**config.mk**
```make
export PLATFORM = sky130hd
export DESIGN_NAME = sram_arbiter_flat
export DESIGN_NICKNAME = d
export VERILOG_FILES = /design/src/rtl/sram_arbiter_if.sv /design/src/rtl/sram_arbiter.sv /design/src/flat_wrapper.sv
export SDC_FILE = /design/constraint.sdc
export NUM_CORES = 1
export LEC_CHECK = 0
export BUFFER_PORTS_ARGS = -buffer_cell sky130_fd_sc_hd__buf_2
export CAP_MARGIN = 20
export CORE_ASPECT_RATIO = 1.75
export CORE_UTILIZATION = 55
export DETAILED_ROUTE_END_ITERATION = 10
export PLACE_DENSITY = 0.91
export SYNTH_ARGS = -nofsm -noshare
export SYNTH_HDL_FRONTEND = slang
export SYNTH_SLANG_ARGS = --single-unit
```
**constraint.sdc**
```tcl
create_clock -name clk -period 5.02 [get_ports clk]
set_clock_uncertainty 0.1 [all_clocks]
set_input_delay 1.004 -clock clk [delete_from_list [all_inputs] [get_ports clk]]
set_output_delay 1.004 -clock clk [all_outputs]
set_load 0.005 [all_outputs]
```
**src/rtl/sram_arbiter_if.sv**
```systemverilog
// Bundle of the fetch port, data port and SRAM front-end request channel
// that surround the two-port SRAM arbiter.
interface sram_arbiter_if;
  logic        i_req;
  logic [31:0] i_addr;
  logic        i_ack;
  logic [31:0] i_rdata;

  logic        d_req;
  logic        d_rw;
  logic [1:0]  d_size;
  logic [31:0] d_addr;
  logic [31:0] d_wdata;
  logic        d_ack;
  logic [31:0] d_rdata;

  logic        mem_valid;
  logic        mem_rw;
  logic [31:0] mem_addr;
  logic [15:0] mem_dtw;
  logic [15:0] mem_dtr;
  logic        mem_done;

  logic        busy;

  // The arbiter itself.
  modport slave (
    input  i_req, i_addr, d_req, d_rw, d_size, d_addr, d_wdata, mem_dtr, mem_done,
    output i_ack, i_rdata, d_ack, d_rdata, mem_valid, mem_rw, mem_addr, mem_dtw, busy
  );

  // The surroundings: CPU ports and the SRAM front-end.
  modport master (
    output i_req, i_addr, d_req, d_rw, d_size, d_addr, d_wdata, mem_dtr, mem_done,
    input  i_ack, i_rdata, d_ack, d_rdata, mem_valid, mem_rw, mem_addr, mem_dtw, busy
  );
endinterface

```
**src/rtl/sram_arbiter.sv**
```systemverilog
// Round-robin arbiter between fetch and data ports in front of the 16-bit SRAM
// front-end; splits 32-bit requests into SRAM beats and reassembles read data.
module sram_arbiter #(
  parameter int DRAIN_CYCLES = 4
) (
  input logic          clk,
  input logic          rst,
  sram_arbiter_if.slave bus
);

  typedef enum logic [2:0] {S_DRAIN, S_IDLE, S_ISSUE, S_WAIT, S_ACK} state_t;

  localparam logic GRANT_FETCH = 1'b0;
  localparam logic GRANT_DATA  = 1'b1;
  localparam int   DRAIN_LAST  = (DRAIN_CYCLES > 1) ? DRAIN_CYCLES - 1 : 0;
  localparam int   CW          = (DRAIN_CYCLES > 1) ? $clog2(DRAIN_CYCLES) : 1;

  state_t        state_reg, state_next;
  logic [CW-1:0] drain_cnt_reg;
  logic [1:0]    b_reg, b_next;
  logic          last_grant_reg, grant_reg;
  logic          req_rw_reg;
  logic [1:0]    req_size_reg;
  logic [31:0]   req_addr_reg, req_wdata_reg;
  logic          wait_first_reg;
  logic          mem_rw_reg;
  logic [31:0]   mem_addr_reg;
  logic [15:0]   mem_dtw_reg;
  logic [15:0]   lo_reg;
  logic [31:0]   i_rdata_reg, d_rdata_reg;

  logic          start, load_beat, accept;
  logic          grant_d_idle, src_grant, src_rw;
  logic [1:0]    src_size, beat_idx, last_b;
  logic [31:0]   src_addr, src_wdata, beat_addr, rd_result;
  logic [15:0]   beat_dtw;
  logic [7:0]    wbyte [4];

  // In IDLE the beat is built straight from the winning port; afterwards from
  // the latched copy, so a port dropping its request cannot corrupt the beats.
  always_comb begin
    grant_d_idle = bus.d_req && (!bus.i_req || (last_grant_reg == GRANT_FETCH));
    src_grant    = grant_reg;
    src_rw       = req_rw_reg;
    src_size     = req_size_reg;
    src_addr     = req_addr_reg;
    src_wdata    = req_wdata_reg;
    beat_idx     = b_reg + 2'd1;
    if (state_reg == S_IDLE) begin
      beat_idx  = 2'd0;
      src_grant = grant_d_idle ? GRANT_DATA : GRANT_FETCH;
      if (grant_d_idle) begin
        src_rw    = bus.d_rw;
        src_size  = bus.d_size;
        src_addr  = bus.d_addr;
        src_wdata = bus.d_wdata;
      end else begin
        src_rw    = 1'b0;
        src_size  = 2'b10;
        src_addr  = bus.i_addr;
        src_wdata = 32'd0;
      end
    end
  end

  for (genvar gi = 0; gi < 4; gi++) begin : g_wbyte
    assign wbyte[gi] = src_wdata[8*gi +: 8];
  end

  // Writes go one byte lane per beat, so the byte is mirrored on both lanes.
  always_comb begin
    beat_addr = src_addr;
    if (!src_rw)
      beat_addr = src_size[1] ? {src_addr[31:2], beat_idx[0], 1'b0} : {src_addr[31:1], 1'b0};
    else if (src_size[1])
      beat_addr = {src_addr[31:2], 2'b00} + {30'd0, beat_idx};
    else if (src_size == 2'b01)
      beat_addr = {src_addr[31:1], 1'b0} + {30'd0, beat_idx};
    beat_dtw = 16'd0;
    if (src_rw)
      beat_dtw = {2{wbyte[(src_size == 2'b00) ? 2'd0 : beat_idx]}};
  end

  always_comb begin
    if (!req_rw_reg)
      last_b = req_size_reg[1] ? 2'd1 : 2'd0;
    else if (req_size_reg[1])
      last_b = 2'd3;
    else
      last_b = (req_size_reg == 2'b01) ? 2'd1 : 2'd0;

    if (req_size_reg[1])
      rd_result = {bus.mem_dtr, lo_reg};
    else if (req_size_reg == 2'b01)
      rd_result = {16'd0, bus.mem_dtr};
    else
      rd_result = {24'd0, req_addr_reg[0] ? bus.mem_dtr[15:8] : bus.mem_dtr[7:0]};
  end

  always_comb begin
    state_next = state_reg;
    b_next     = b_reg;
    start      = 1'b0;
    load_beat  = 1'b0;
    accept     = 1'b0;
    case (state_reg)
      S_DRAIN: if (drain_cnt_reg == CW'(DRAIN_LAST)) state_next = S_IDLE;
      S_IDLE: begin
        if (bus.i_req || bus.d_req) begin
          start      = 1'b1;
          load_beat  = 1'b1;
          b_next     = 2'd0;
          state_next = S_ISSUE;
        end
      end
      S_ISSUE: state_next = S_WAIT;
      S_WAIT: begin
        // A done in the first WAIT cycle belongs to nothing we issued.
        if (bus.mem_done && !wait_first_reg) begin
          accept = 1'b1;
          if (b_reg == last_b) begin
            state_next = S_ACK;
          end else begin
            b_next     = b_reg + 2'd1;
            load_beat  = 1'b1;
            state_next = S_ISSUE;
          end
        end
      end
      S_ACK:   state_next = S_IDLE;
      default: state_next = S_DRAIN;
    endcase
  end

  always_ff @(posedge clk) begin
    if (rst) begin
      state_reg      <= S_DRAIN;
      drain_cnt_reg  <= '0;
      b_reg          <= 2'd0;
      last_grant_reg <= GRANT_FETCH;
      grant_reg      <= GRANT_FETCH;
      req_rw_reg     <= 1'b0;
      req_size_reg   <= 2'b00;
      req_addr_reg   <= 32'd0;
      req_wdata_reg  <= 32'd0;
      wait_first_reg <= 1'b0;
      mem_rw_reg     <= 1'b0;
      mem_addr_reg   <= 32'd0;
      mem_dtw_reg    <= 16'd0;
      lo_reg         <= 16'd0;
      i_rdata_reg    <= 32'd0;
      d_rdata_reg    <= 32'd0;
    end else begin
      state_reg      <= state_next;
      b_reg          <= b_next;
      wait_first_reg <= (state_reg == S_ISSUE);
      if (state_reg == S_DRAIN)
        drain_cnt_reg <= drain_cnt_reg + CW'(1);
      if (start) begin
        grant_reg     <= src_grant;
        req_rw_reg    <= src_rw;
        req_size_reg  <= src_size;
        req_addr_reg  <= src_addr;
        req_wdata_reg <= src_wdata;
      end
      if (load_beat) begin
        mem_rw_reg   <= src_rw;
        mem_addr_reg <= beat_addr;
        mem_dtw_reg  <= beat_dtw;
      end
      if (accept) begin
        if (b_reg == 2'd0)
          lo_reg <= bus.mem_dtr;
        if (b_reg == last_b) begin
          if (grant_reg == GRANT_FETCH)
            i_rdata_reg <= rd_result;
          else if (!req_rw_reg)
            d_rdata_reg <= rd_result;
        end
      end
      if (state_reg == S_ACK)
        last_grant_reg <= grant_reg;
    end
  end

  assign bus.mem_valid = (state_reg == S_ISSUE);
  assign bus.mem_rw    = mem_rw_reg;
  assign bus.mem_addr  = mem_addr_reg;
  assign bus.mem_dtw   = mem_dtw_reg;
  assign bus.i_ack     = (state_reg == S_ACK) && (grant_reg == GRANT_FETCH);
  assign bus.d_ack     = (state_reg == S_ACK) && (grant_reg == GRANT_DATA);
  assign bus.i_rdata   = i_rdata_reg;
  assign bus.d_rdata   = d_rdata_reg;
  assign bus.busy      = (state_reg != S_IDLE);

endmodule

```
**src/flat_wrapper.sv**
```systemverilog
// flat-port wrapper written by rule: the top's interface ports become plain ports
module sram_arbiter_flat 
#(
  parameter int DRAIN_CYCLES = 4
)
  (clk, rst, bus_i_req, bus_i_addr, bus_d_req, bus_d_rw, bus_d_size, bus_d_addr, bus_d_wdata, bus_mem_dtr, bus_mem_done, bus_i_ack, bus_i_rdata, bus_d_ack, bus_d_rdata, bus_mem_valid, bus_mem_rw, bus_mem_addr, bus_mem_dtw, bus_busy);
  sram_arbiter_if bus_i ();
  input logic clk;
  input logic rst;
  input wire logic [$bits(bus_i.i_req)-1:0] bus_i_req;
  input wire logic [$bits(bus_i.i_addr)-1:0] bus_i_addr;
  input wire logic [$bits(bus_i.d_req)-1:0] bus_d_req;
  input wire logic [$bits(bus_i.d_rw)-1:0] bus_d_rw;
  input wire logic [$bits(bus_i.d_size)-1:0] bus_d_size;
  input wire logic [$bits(bus_i.d_addr)-1:0] bus_d_addr;
  input wire logic [$bits(bus_i.d_wdata)-1:0] bus_d_wdata;
  input wire logic [$bits(bus_i.mem_dtr)-1:0] bus_mem_dtr;
  input wire logic [$bits(bus_i.mem_done)-1:0] bus_mem_done;
  output wire logic [$bits(bus_i.i_ack)-1:0] bus_i_ack;
  output wire logic [$bits(bus_i.i_rdata)-1:0] bus_i_rdata;
  output wire logic [$bits(bus_i.d_ack)-1:0] bus_d_ack;
  output wire logic [$bits(bus_i.d_rdata)-1:0] bus_d_rdata;
  output wire logic [$bits(bus_i.mem_valid)-1:0] bus_mem_valid;
  output wire logic [$bits(bus_i.mem_rw)-1:0] bus_mem_rw;
  output wire logic [$bits(bus_i.mem_addr)-1:0] bus_mem_addr;
  output wire logic [$bits(bus_i.mem_dtw)-1:0] bus_mem_dtw;
  output wire logic [$bits(bus_i.busy)-1:0] bus_busy;
  assign bus_i.i_req = bus_i_req;
  assign bus_i.i_addr = bus_i_addr;
  assign bus_i.d_req = bus_d_req;
  assign bus_i.d_rw = bus_d_rw;
  assign bus_i.d_size = bus_d_size;
  assign bus_i.d_addr = bus_d_addr;
  assign bus_i.d_wdata = bus_d_wdata;
  assign bus_i.mem_dtr = bus_mem_dtr;
  assign bus_i.mem_done = bus_mem_done;
  assign bus_i_ack = bus_i.i_ack;
  assign bus_i_rdata = bus_i.i_rdata;
  assign bus_d_ack = bus_i.d_ack;
  assign bus_d_rdata = bus_i.d_rdata;
  assign bus_mem_valid = bus_i.mem_valid;
  assign bus_mem_rw = bus_i.mem_rw;
  assign bus_mem_addr = bus_i.mem_addr;
  assign bus_mem_dtw = bus_i.mem_dtw;
  assign bus_busy = bus_i.busy;
  sram_arbiter #(.DRAIN_CYCLES(DRAIN_CYCLES)) u_core (.clk(clk), .rst(rst), .bus(bus_i));
endmodule
```
==> impl_metrics.yaml <==
outcome:
  run_status: "completed"
power_and_ir_drop:
  ir_drop_uv: 275
  p_int_mw: 3.07
  switchingPower_mw: 1.96
  combPwrFrac_pct: 34.2
  pwr-share-seq_pct: 38.5
  clockPowerShare_pct: 27.3
  swShare_pct: 38.9
  powerDensity_mw_per_mm2: 453
  power_leakage_nw: 4.29
floorplanning:
  ios: 237
  start_util_pct: 56.9
  coreArea_mm2: 0.0165
  die_area_mm2: 0.0176
  die_y_um: 175
  die-width_um: 101
  rows: 62
setup_path:
  slowest_delay_ns: 0.68
  critPathRequiredTime_ns: 5.24
  r2r_end: "u_core.bus.mem_addr[20]"
  arrival_ns: 4.01
  critical_path.slowest_cell: "inv_2"
  cp-endpoint: "u_core.bus.mem_addr[20]"
  path_max_fanout: 49
  crit_path_frequent_cell: "o21ai_0"
  cp_cell_sequence: "nor3b_4, inv_2, nand2_1, o21ai_0, ha_1, o21ai_0, a21oi_1, nand4_2, nor3_2, nand4_1, a311oi_1"
  reg2reg_slack_ns: 1.23
  start_kind: "flip-flop"
  worst_r2r_path_depth: 11
  end_kind: "flip-flop"
  crit-reg2reg-launch: "u_core.state_reg[1]"
  crit_start: "u_core.state_reg[1]"
  worstSetupPathType: "reg -> reg"
clock_tree:
  htreeDepth: 4
  postCtsHoldBufs: 0
  clk_pin_slew_ns: 0.08
  clock_latency_ns: 0.43
  numCtsBuffers: 17
  cts_tree: "done"
  cts-root-buf: "clkbuf_16"
  numClockSinks: 198
  post_cts_buffers: 0
  cts.path.max_buffers: 2
  cts_resized: 0
layout:
  final_util_pct: 67.3
  layout.cells.non_filler: 1579
  postLayoutCellArea_mm2: 0.0111
  layout-drive-gt1-share_pct: 23.8
  fin_nets: 1464
  syn_to_final_growth_pct: 18.4
sta:
  worst_pin_slew_ns: 1.04
  tns_ns: 0
  period_share_pct: 75.5
  hold_ws_ns: 0.353
  hold_viol_final: 0
  rsz0062_at_grt: "false"
  max_freq_mhz: 264
  fin_crit_ns: 3.79
  setup_violations: 0
  maxSlewHeadroom_pct: 30.8
  final_max_slew_viol_count: 0
detailed_routing:
  drt_iter0_drc: 669
  wl_um: 27800
  drc: 0
  ant_nets: 0
  wl_per_cell_um: 17.6
  viasPerCell: 6.03
  num_vias: 9528
  firstDrtPassIters: 5
synthesis:
  synth_edf_count: 0
  synthAdderAreaFrac_pct: 0.666
  synth-compound-area-share_pct: 21.8
  syn_nets: 1299
  synth_warnings: 0
  ys_seq_area_share_pct: 42.2
  synth_top_family_by_area: "simple AND/OR/NAND/NOR gates"
  async_reset_ff_share_pct: 0
  ys.flop_type: "dfxtp_1"
  syn_area_per_cell_um2: 8.00
  synthXorXnorAreaFrac_pct: 1.86
  synth_seq_cells: 198
  synth_mux_area_share_pct: 4.37
  synth-simple-area-share_pct: 23.9
  syn_inst: 1174
  synth.distinct_cells: 64
  synth_area_mm2: 0.00939
global_routing:
  antenna_found_initial: 4
  overflow: 0
  grt_usage_pct: 31.2
  grt_pass1_wl_um: 43400
  grt_pass1_vias: 8842
  grt_max_degree: 120
run:
  max-cap-violations: 0
placement:
  hpwl_um: 19800
  dpl_cell_area_mm2: 0.0105
  numPortBuffers: 236
  gp_congestion: 0.886
  placedCellCount: 1543
worst_hold_path:
  holdPathStages: 2
  hold_path.class: "reg -> reg"
==> synthesized netlist by cell type (9+ instances only) <==
library cell    n  area, um^2
nor2_1        187         702
clkbuf_1       78         293
dfxtp_1       198        3960
buf_4          11        82.6
a221oi_1       14         123
a311oi_1       14         123
o211ai_1       10        75.1
a21oi_1       105         526
o21ai_0        20         100
a211oi_1       64         480
nand2_1       171         642
nor3_1         16        80.1
and2_1         19         119
a22oi_1        45         338
mux2i_1        32         320
nand3_1        48         240
xnor2_1        16         140
nor4_1          9        56.3
==> critical path, delay by kind of cell (launching register included) <==
kind,cells,cell delay [ns]
and+or+nand+nor,5,1.15
AOI/OAI and AO/OA,4,0.90
buffers and inverters,1,0.68
DFF,1,0.56
adders and majority gates,1,0.27
==> worst min path at each step <==
stage / from / end / slack [ns]
after global placement: u_core.bus.i_rdata[21] / u_core.bus.i_rdata[21] / 0.34
final: u_core.bus.i_rdata[26] / u_core.bus.i_rdata[26] / 0.35
after detailed placement: u_core.bus.d_rdata[18] / u_core.bus.d_rdata[18] / 0.34
after floorplan: u_core.lo_reg[0] / u_core.lo_reg[0] / 0.34
after global routing: u_core.bus.i_rdata[29] / u_core.bus.i_rdata[29] / 0.37
after CTS: u_core.bus.d_rdata[18] / u_core.bus.d_rdata[18] / 0.35
==> power groups by stage <==
stage	sequential [mW]	clock (mW)	combinational (mW)
6_report	1.94	1.37	1.72
5_1_grt	1.96	1.44	1.88
4_1_cts	1.93	1.38	1.69
3_5_place_dp	1.97	0	1.68
3_3_place_gp	1.95	0	1.63
2_1_floorplan	1.93	0	1.24
==> layout by cell type, fill, tap and decap left out, drive strengths merged, types with 17 or more instances in the layout <==
cell type  count
and2          19
a21oi        106
nand2        171
a22oi         45
clkbuf        18
a211oi        64
nand3         49
dfxtp        198
mux2i         32
o21ai         20
buf          249
nor2         188
nor3          17
==> cells by family (layout without fill, tap and decap cells) <==
logic type,count (synthesis),after routing
adders and majority gates,5,5
muxes,40,40
buffers and inverters,110,288
AOI/OAI and AO/OA,307,307
DFF,198,198
other,0,3
xor gates and xnor gates,20,20
and+or+nand+nor,494,494
==> metal layers <==
metal	up-vias	wire length [um]	global-route usage [%]
met5	-	0	0
met4	0	1480	20.1
met3	105	1830	4.76
met2	504	14700	56.3
met1	4426	9760	33.0
li1	4493	-	-
==> cell type report <==
type                       count  area [um^2]
antenna                        3         7.51
clock buffer                  18          439
clock inverter                14          155
fill                        1394         5400
inverter                       7         26.3
multi-input combinational    866         4960
sequential                   198         3970
tap                          224          280
timing repair buffer         249         1280
==> stage by stage <==
| stage | setup WS [ns] | total power, mW |
|---|---|---|
| 2_1_floorplan | 1.37 | 3.17 |
| 3_3_place_gp | 1.10 | 3.58 |
| 3_5_place_dp | 0.967 | 3.64 |
| 4_1_cts | 1.33 | 5.01 |
| 5_1_grt | 1.06 | 5.28 |
| 6_report | 1.23 | 5.03 |
Power figures use the tool's default switching activity.
